## src/rtl/dds_pkg.sv

```systemverilog
// Shared widths, waveform encodings and mid-scale constant for the DDS core.
package dds_pkg;

  localparam int unsigned ACC_W  = 32;
  localparam int unsigned PH_W   = 10;
  localparam int unsigned OUT_W  = 8;
  localparam int unsigned ROM_AW = 8;
  localparam int unsigned ROM_DW = 7;

  localparam logic [7:0] MIDSCALE = 8'h80;

  typedef enum logic [1:0] {
    WAVE_SINE   = 2'b00,
    WAVE_SQUARE = 2'b01,
    WAVE_TRI    = 2'b10,
    WAVE_SAW    = 2'b11
  } wave_t;

endpackage

```

## src/rtl/sine_qrom.sv

```systemverilog
// Quarter-wave sine magnitude ROM, 256 x 7, registered read.
module sine_qrom
  import dds_pkg::*;
(
  input  logic              clk,
  input  logic              rst,
  input  logic [ROM_AW-1:0] addr,
  output logic [ROM_DW-1:0] mag
);

  // round(127 * sin(pi * i / 510)); i = 255 lands exactly on the peak
  function automatic logic [ROM_DW-1:0] rom_val(input int unsigned i);
    real r;
    r = 127.0 * $sin(3.141592653589793 * real'(i) / 510.0);
    return ROM_DW'($rtoi(r + 0.5));
  endfunction

  logic [ROM_DW-1:0] rom [2**ROM_AW];

  for (genvar g = 0; g < 2**ROM_AW; g++) begin : g_rom
    assign rom[g] = rom_val(g);
  end

  always_ff @(posedge clk) begin
    if (rst) mag <= '0;
    else     mag <= rom[addr];
  end

endmodule

```

## src/rtl/dds_core.sv

```systemverilog
// DDS core: phase accumulator, wrap-synchronised config buffering, phase offset
// stage and four-waveform generator with a 3-stage output pipeline.
module dds_core
  import dds_pkg::*;
#(
  parameter int unsigned ACC_W = 32,
  parameter int unsigned PH_W  = 10,
  parameter int unsigned OUT_W = 8
) (
  input  logic             clk,
  input  logic             rst,
  input  logic             en,
  input  logic             load,
  input  logic [ACC_W-1:0] fword_in,
  input  logic [PH_W-1:0]  pword_in,
  input  logic [1:0]       wave_sel,
  output logic [OUT_W-1:0] dds_out,
  output logic             valid,
  output logic             phase_wrap
);

  logic [ACC_W-1:0] acc, fw, fw_p;
  logic [PH_W-1:0]  pw, pw_p;
  wave_t            ws, ws_p;
  logic             pend;
  logic [1:0]       vcnt;

  logic [ACC_W:0]   sum_c;
  logic             apply_c;

  assign sum_c   = {1'b0, acc} + {1'b0, fw};
  // pending config lands on a wrap, or immediately while the accumulator is frozen
  assign apply_c = pend && (en ? sum_c[ACC_W] : 1'b1);

  always_ff @(posedge clk) begin
    if (rst) begin
      acc        <= '0;
      phase_wrap <= 1'b0;
      fw         <= '0;
      pw         <= '0;
      ws         <= WAVE_SINE;
      fw_p       <= '0;
      pw_p       <= '0;
      ws_p       <= WAVE_SINE;
      pend       <= 1'b0;
    end else begin
      if (en) acc <= sum_c[ACC_W-1:0];
      phase_wrap <= en & sum_c[ACC_W];
      if (apply_c) begin
        fw <= fw_p;
        pw <= pw_p;
        ws <= ws_p;
      end
      if (load) begin
        fw_p <= fword_in;
        pw_p <= pword_in;
        ws_p <= wave_t'(wave_sel);
        pend <= 1'b1;
      end else if (apply_c) begin
        pend <= 1'b0;
      end
    end
  end

  // valid rises on the third edge out of reset
  always_ff @(posedge clk) begin
    if (rst) begin
      vcnt  <= '0;
      valid <= 1'b0;
    end else if (!valid) begin
      if (vcnt == 2'd2) valid <= 1'b1;
      else              vcnt  <= vcnt + 2'd1;
    end
  end

  // Stage 1: offset phase
  logic [PH_W-1:0] ph;
  wave_t           ws_ph;

  always_ff @(posedge clk) begin
    if (rst) begin
      ph    <= '0;
      ws_ph <= WAVE_SINE;
    end else begin
      ph    <= acc[ACC_W-1 -: PH_W] + pw;
      ws_ph <= ws;
    end
  end

  // Stage 2: ROM lookup in parallel with the arithmetic waveforms
  logic [PH_W-3:0]  addr_c;
  logic [ROM_DW-1:0] mag;
  logic [OUT_W-1:0] wave_c;
  logic [OUT_W-1:0] wave_wv;
  wave_t            ws_wv;
  logic             neg_wv;

  assign addr_c = ph[PH_W-2] ? ~ph[PH_W-3:0] : ph[PH_W-3:0];

  sine_qrom u_rom (
    .clk  (clk),
    .rst  (rst),
    .addr (addr_c),
    .mag  (mag)
  );

  always_comb begin
    wave_c = '0;
    case (ws_ph)
      WAVE_SQUARE: wave_c = ph[PH_W-1] ? '0 : '1;
      WAVE_TRI:    wave_c = ph[PH_W-1] ? ~ph[PH_W-2 -: OUT_W] : ph[PH_W-2 -: OUT_W];
      WAVE_SAW:    wave_c = ph[PH_W-1 -: OUT_W];
      default:     wave_c = '0;
    endcase
  end

  always_ff @(posedge clk) begin
    if (rst) begin
      wave_wv <= '0;
      ws_wv   <= WAVE_SINE;
      neg_wv  <= 1'b0;
    end else begin
      wave_wv <= wave_c;
      ws_wv   <= ws_ph;
      neg_wv  <= ph[PH_W-1];
    end
  end

  // Stage 3: sine sign/offset and final select
  always_ff @(posedge clk) begin
    if (rst) begin
      dds_out <= OUT_W'(MIDSCALE);
    end else if (ws_wv == WAVE_SINE) begin
      dds_out <= neg_wv ? OUT_W'(MIDSCALE) - OUT_W'(mag)
                        : OUT_W'(MIDSCALE) + OUT_W'(mag);
    end else begin
      dds_out <= wave_wv;
    end
  end

endmodule
```

## config.mk

```make
export PLATFORM = sky130hd
export DESIGN_NAME = dds_core
export DESIGN_NICKNAME = d
export VERILOG_FILES = /design/src/rtl/dds_pkg.sv /design/src/rtl/sine_qrom.sv /design/src/rtl/dds_core.sv
export SDC_FILE = /design/constraint.sdc
export NUM_CORES = 1
export LEC_CHECK = 0
export ABC_CLOCK_PERIOD_IN_PS = 8450
export BUFFER_PORTS_ARGS = -buffer_cell sky130_fd_sc_hd__buf_2
export CAP_MARGIN = 0
export CORE_ASPECT_RATIO = 2
export CORE_MARGIN = 4
export CORE_UTILIZATION = 56
export CTS_CLUSTER_DIAMETER = 120
export DETAILED_ROUTE_END_ITERATION = 8
export PLACE_DENSITY = 0.75
export REMOVE_ABC_BUFFERS = 1
export SETUP_SLACK_MARGIN = 0.4
export SLEW_MARGIN = 20
export SYNTH_ARGS = -nofsm -noshare
export SYNTH_HDL_FRONTEND = slang
export SYNTH_SLANG_ARGS = --single-unit
```

## constraint.sdc

```tcl
create_clock -name clk -period 8.45 [get_ports clk]
set_clock_uncertainty 0.1 [all_clocks]
set_input_delay 1.69 -clock clk [delete_from_list [all_inputs] [get_ports clk]]
set_output_delay 1.69 -clock clk [all_outputs]
set_load 0.02 [all_outputs]
```

* After elaboration in Yosys (flattened, before gate mapping) *
Memory sizes are Yosys's and may differ from the RTL's. A register that Yosys moved wholly into a read port is not among the register bits.
Index checks and enable logic that the tools add are counted.

storage, ports and cells
  flip-flop bits (word level) = 156
  bits in latches = 0
  memory bits (writable) = 0
  memory bits (read-only) = 1792
  input port bits = 48
  output and inout bits = 10
  memories = 1

cells by class
  add/sub/neg operators = 5
  multiply operators = 0
  divide/modulo/power cells = 0
  order comparisons = 0
  equality and inequality tests = 4
  shifts and indexed selects = 0
  mux-type cells = 11
  bitwise gates (word level) = 6
  reduce and logical (&&, ||, !) cells = 4

memory list
  memory           depth  width  rd ports  clocked after Yosys merged registers in  wr ports  RTL line         source
  (no name shown)  256    7      1         1                                        0         sine_qrom.sv:26  else mag <= rom[addr];

operators with widths
  cell                                                  number
  two-way mux 8 bit                                     5
  adder 32 x 32 -> 33 bit                               1
  one-hot mux 8 bit (3 select lines)                    1
  inverter 8 bit                                        2
  adder 10 bit                                          1
  inverter 8 -> 9 bit                                   1
  adder 8 x 7 -> 8 bit (first input constant)           1
  subtractor 8 x 7 -> 8 bit (first input constant)      1
  equality test 2 bit (second input constant)           3
  two-way mux 1 bit                                     5
  adder 2 x 1 -> 2 bit (second input constant)          1
  equality test 2 x 1 -> 1 bit (second input constant)  1
  zero test 2 bit                                       1
  inverter 1 bit                                        2
  AND reduction 2 bit                                   1
  nonzero test 2 bit                                    1
  bitwise AND 1 bit                                     1
  logical AND 1 bit                                     1

* Depth between registers and ports, before layout *
  depth in word-level cells = 5
  gate-level depth with buffers = 15
  mapped depth without buffers = 11

* Hierarchy *
From an unflattened synthesis, not the netlist that was laid out.

second synthesis, totals
  cells, all modules = 1129
  area total of the unflattened synthesis = 9669.3 µm²

by module, submodules not included
  module     times used  cells an instance  area each (µm²)
  dds_core   1           895                8002.7
  sine_qrom  1           234                1666.6

* Least setup slack after synthesis *
No wires, ideal clock.

  kind = register to register
  from = register ph[8]
  to = register u_rom.mag[2]
  library setup time = 62 ps
  data arrival time = 2945 ps
  slack = 5343 ps
  cell stages (with the launch flop) = 15
  buffers on the path = 5
  clock period less this slack = 3107 ps
  path through = dfxtp_1 > buf_12 > buf_6 > buf_2 > buf_1 > xor2_1 > inv_1 > ha_1 > clkbuf_1 > o21ai_0 > a221oi_1 > o31ai_2 > mux2i_1 > or3_1 > nand3_1

between the ends
  longest elaborated chain between the ends = 2

ends and longest elaborated chain
  what                                       RTL line         source
  start: declaration                         dds_core.sv:77   logic [PH_W-1:0] ph;
  start signal: assignment                   dds_core.sv:85   ph <= acc[ACC_W-1 -: PH_W] + pw;
  two-way mux 8 bit                          dds_core.sv:98   assign addr_c = ph[PH_W-2] ? ~ph[PH_W-3:0] : ph[PH_W-3:0];
  inverter 8 -> 9 bit (implied by the code)  sine_qrom.sv:26
  end: declaration                           sine_qrom.sv:8   output logic [ROM_DW-1:0] mag

No other way between the ends.
A chain may end at the register's enable or synchronous reset.

* Worst setup path after layout *
  from = register acc[0]
  to = register ws[1]

between the ends
  longest elaborated chain between the ends = 3

ends and longest elaborated chain
  what                      RTL line        source
  start: declaration        dds_core.sv:22  logic [ACC_W-1:0] acc, fw, fw_p;
  start signal: assignment  dds_core.sv:47  if (en) acc <= sum_c[ACC_W-1:0];
  adder 32 x 32 -> 33 bit   dds_core.sv:31  assign sum_c = {1'b0, acc} + {1'b0, fw};
  two-way mux 1 bit         dds_core.sv:33  assign apply_c = pend && (en ? sum_c[ACC_W] : 1'b1);
  logical AND 1 bit         dds_core.sv:33
  end signal: assignment    dds_core.sv:52  ws <= ws_p;
  end: declaration          dds_core.sv:24  wave_t ws, ws_p;

No other way between the ends.

==> run summary <==
SETUP PATH
------------------------------------------------------------------------------------
Worst path max stage delay                                                   0.60 ns
Buf/Inv on CP                                                                      2
Crit. Startpoint                                                        acc[0]$_SDFFE_PP0P_
Register-to-Register Setup Slack                                             4.85 ns
Critical Path End                                                       ws[1]$_SDFFE_PP0P_
Setup CP Type                                                           flip-flop to flip-flop
Signal arrival time at the worst endpoint                                    3.81 ns
Cell depth of the worst flop-to-flop path                                         12
Worst-path fanout max                                                             41
Kind of end point of the critical path                                     flip-flop
CP most frequent cell                                                   sky130_fd_sc_hd__a21oi_2
R2R Path Start                                                          acc[0]$_SDFFE_PP0P_
Crit. path cell count                                                             12
Worst reg2reg endpoint                                                  ws[1]$_SDFFE_PP0P_
Category of the worst setup path launch point                              flip-flop
Endpoint required time on the critical path                                  8.65 ns
Critical-path cell with the highest stage delay                         sky130_fd_sc_hd__buf_4
CP top delay family                                                     compound AO/OA/AOI/OAI gates
Critical-path cell list                                                 ha_1 -> inv_1 -> fa_1 -> nor2b_1 -> o21ai_1 -> a21oi_2 -> o2111ai_2 -> a21oi_2 -> nor2_4 -> a21oi_4 -> buf_4 -> mux2_1

DETAILED ROUTING
------------------------------------------------------------------------------------
Per-cell via count in the routed design                                        6.012
Drt pass-1 iters                                                                   5
Final routed DRC violation total                                                   0
WL per Instance                                                             17.07 µm
Total length of routed wires                                                24920 µm
Number of DRC violations after detailed-routing iteration 0                      441
Number of nets with antenna violations after routing                               0
Total via count in the routed design                                            8778

TIMING
------------------------------------------------------------------------------------
Post-Route Hold Slack                                                      0.3590 ns
Slew margin rel.                                                              0.3359
Worst slew pin tran                                                        0.9953 ns
Hold Vio Cnt, Final                                                                0
Period Utilization, post-route                                                0.4263
Shortest period the worst path allows                                       3.602 ns
Setup_tns                                                                       0 ns
Unrepaired setup endpoints after global routing                                false
Final setup violating endpoints                                                    0
Number of pins with negative max-slew slack in the final report                    0
Peak Freq                                                                 0.2776 GHz

LOGIC SYNTHESIS
------------------------------------------------------------------------------------
Mean instance size in the synthesized netlist                              8.418 µm²
Post-Synthesis Cells                                                            1235
Library cell with the largest summed area after synthesis               sky130_fd_sc_hd__dfxtp_1
Post-synth top flop                                                     sky130_fd_sc_hd__dfxtp_1
Parity-gate share of the synthesized area counting xor and xnor cells        0.05536
Combinational family with the most area after synthesis                 simple AND/OR/NAND/NOR gates
Number of enable-type register cells in the synthesized netlist                    0
Total of warnings raised by yosys                                                  0
Top post-synthesis cells by count                                       sky130_fd_sc_hd__dfxtp_1 (163), sky130_fd_sc_hd__nor2_1 (133), sky130_fd_sc_hd__mux2i_1 (113), sky130_fd_sc_hd__nand2b_1 (106), sky130_fd_sc_hd__nand2_1 (80)
Synthesized-area fraction occupied by adder cells                            0.06523
Library cells used by synthesis                                                   82
Synth Area in Compound Gates                                                  0.1869
Most area-consuming cells after synthesis                               sky130_fd_sc_hd__dfxtp_1 (31%), sky130_fd_sc_hd__mux2i_1 (11%), sky130_fd_sc_hd__nand2b_1 (6.4%)
Proportion of synthesized area in mux cells                                   0.1164
Most numerous cell in the Yosys netlist                                 sky130_fd_sc_hd__dfxtp_1
Mapped Area                                                                10400 µm²
#FFs+latches synth                                                               163
Synthesized-area fraction occupied by and/or/nand/nor cells                   0.2058
Area share of the largest cell type after synthesis                           0.3139
Sequential-to-total area share from yosys stat                                0.3139
Share of synthesized flip-flops with an asynchronous set or reset                  0

POWER
------------------------------------------------------------------------------------
Cell Pwr Density                                                        157.1 nW/µm²
Part of the power in the clock network                                         0.450
Comb pwr share                                                                 0.090
Sw Pwr                                                                     0.4405 mW
Fraction of power consumed by sequential logic                                 0.460
Worst vdd rail ir drop                                                     0.2236 mV
Leak                                                                        4.649 nW
Internal portion of total power                                             1.315 mW
Switching share of power                                                      0.2509

CLOCKING
------------------------------------------------------------------------------------
Total of cells resized after clock tree synthesis                                  0
Clk buf depth                                                                      2
Clock latency on the worst-skew pair                                         0.43 ns
Reg clk slew, reported paths                                                 0.07 ns
Count of hold-fix buffers inserted at cts                                          0
Number of H-tree branching levels                                                  4
Number of buffers created by CTS                                                  17
Clock sink total                                                                 163
Number of setup buffers added after CTS                                            0
CTS tree                                                                         yes
Clock Tree Root                                                         sky130_fd_sc_hd__clkbuf_16

LAYOUT
------------------------------------------------------------------------------------
Antenna fix cells                                                                  0
Design Area, Final                                                         11180 µm²
Area Growth Syn to Fin                                                        7.510%
Number of nets in the layout                                                    1332
Number of inserted filler cells in the final layout                             1621
Fraction of layout instances using a drive strength above 1                  0.09887

GLOBAL ROUTE
------------------------------------------------------------------------------------
Largest net degree at the start of global routing                                128
Number of global-route vias before repair                                       8787
Wire length of the first global-routing pass                                41410 µm
Residual overflow from global routing                                              0
Aggregate global-route resource usage                                         0.2379
Antenna violations before repair                                                   0

FLOORPLANNING
------------------------------------------------------------------------------------
FP Rows                                                                           70
Horizontal die dimension                                                    104.3 µm
Initial Util                                                                  0.5679
Placeable core region                                                      18310 µm²
Die area                                                                   20940 µm²
Number of primary I/O pins                                                        58
Die height                                                                  200.7 µm

PLACED DESIGN
------------------------------------------------------------------------------------
Number of I/O port buffers                                                        57
Area after detailed placement                                              10570 µm²
HPWL after detailed placement                                               17720 µm
Final RePlAce weighted congestion                                             0.9230

HOLD PATH
------------------------------------------------------------------------------------
Worst min path class                                                    flip-flop to flip-flop

JOB
------------------------------------------------------------------------------------
Count of max-cap constraint violations                                             0

RUN STATUS
------------------------------------------------------------------------------------
Run status                                                                 completed

[state kept, by name, indices dropped and copies added, names as in the netlist, 7 cells and up]
| register | count |
|---|---|
| acc | 32 |
| fw | 32 |
| fw_p | 32 |
| ph | 10 |
| pw | 10 |
| pw_p | 10 |
| dds_out | 8 |
| wave_wv | 8 |
| u_rom.mag | 7 |
[through the flow]
stage                     setup WS (ns)  instances  power [mW]    util
after global placement            4.557       1428      0.9778  0.5774
final                             4.848       1460       1.756  0.6106
after CTS                         4.870       1460       1.772  0.6106
after global routing              4.559       1460       1.822  0.6106
after floorplan                   4.245       1145      0.9211       -
after detailed placement          4.540       1428      0.9821  0.5774
[cells in the final DEF, fill, tap and decap left out, drive strengths merged, types with 6 or more instances in the layout]
cell	synthesis	routed
a221oi	6	6
a31oi	13	13
buf	44	67
inv	30	37
o311ai	8	8
nor2	134	134
a21oi	76	76
nand2	81	81
nand2b	106	106
nand4	7	7
a22oi	10	10
mux2i	113	113
o21ai	52	52
a311oi	6	6
o22ai	12	12
a21o	26	26
a211oi	21	21
nor2b	27	27
dfxtp	163	163
nand3	23	23
xor2	34	34
clkbuf	46	19
nor3	27	27
nor3b	9	9
o211ai	16	16
xnor2	24	24
and2	6	6
ha	51	51
[worst min-delay path: cells and delay by family (launching register included)]
kind / cells / cell delay, ns
AOI/OAI and AO/OA: 2 / 0.12
DFF: 1 / 0.29
[cell type report]
class,count,area (µm²),area share
clock buffers,19,442.9,0.03963
clock inverters,13,163.9,0.01466
inverters,30,115.1,0.01030
multi-input cells,952,6554,0.5864
flip-flops and latches,163,3264,0.2921
well taps,216,270.3,0.02418
repair buffers,67,366.6,0.03280
[cell families (layout without fill, tap and decap cells)]
| kind of cell | Yosys count | after routing |
|---|---|---|
| and+or+nand+nor | 432 | 432 |
| AOI/OAI and AO/OA | 290 | 290 |
| DFF | 163 | 163 |
| buffers and inverters | 120 | 129 |
| muxes | 119 | 119 |
| xor gates and xnor gates | 58 | 58 |
| adders and majority gates | 53 | 53 |
[per-layer routing]
layer / vias to the layer above / GRT usage / wire (µm)
li1: 4347 / - / -
met1: 4129 / 0.2232 / 8751
met2: 220 / 0.4709 / 14120
met3: 82 / 0.03219 / 712
met4: 0 / 0.1450 / 1336
met5: - / 0 / 0
[worst min-delay path by stage]
stage | from | end | slack [ns] | depth (start not counted)
after floorplan | u_rom.mag[0]$_SDFF_PP0_ | dds_out[0]$_SDFF_PP0_ | 0.33 | 2
after global placement | wave_wv[7]$_SDFF_PP0_ | dds_out[7]$_SDFF_PP1_ | 0.35 | 2
after detailed placement | wave_wv[0]$_SDFF_PP0_ | dds_out[0]$_SDFF_PP0_ | 0.35 | 2
after CTS | ws[0]$_SDFFE_PP0P_ | ws_ph[0]$_SDFF_PP0_ | 0.36 | 1
after global routing | ws[0]$_SDFFE_PP0P_ | ws_ph[0]$_SDFF_PP0_ | 0.37 | 1
final | wave_wv[0]$_SDFF_PP0_ | dds_out[0]$_SDFF_PP0_ | 0.36 | 2
[power groups by stage]
| stage | clock network (mW) | registers [mW] | logic (mW) |
|---|---|---|---|
| detailed placement | 0 | 0.826 | 0.156 |
| finish | 0.790 | 0.809 | 0.157 |
| global placement | 0 | 0.825 | 0.153 |
| global route | 0.833 | 0.811 | 0.178 |
| floorplan | 0 | 0.826 | 0.0955 |
| CTS | 0.806 | 0.809 | 0.158 |
Power figures use the tool's default switching activity.
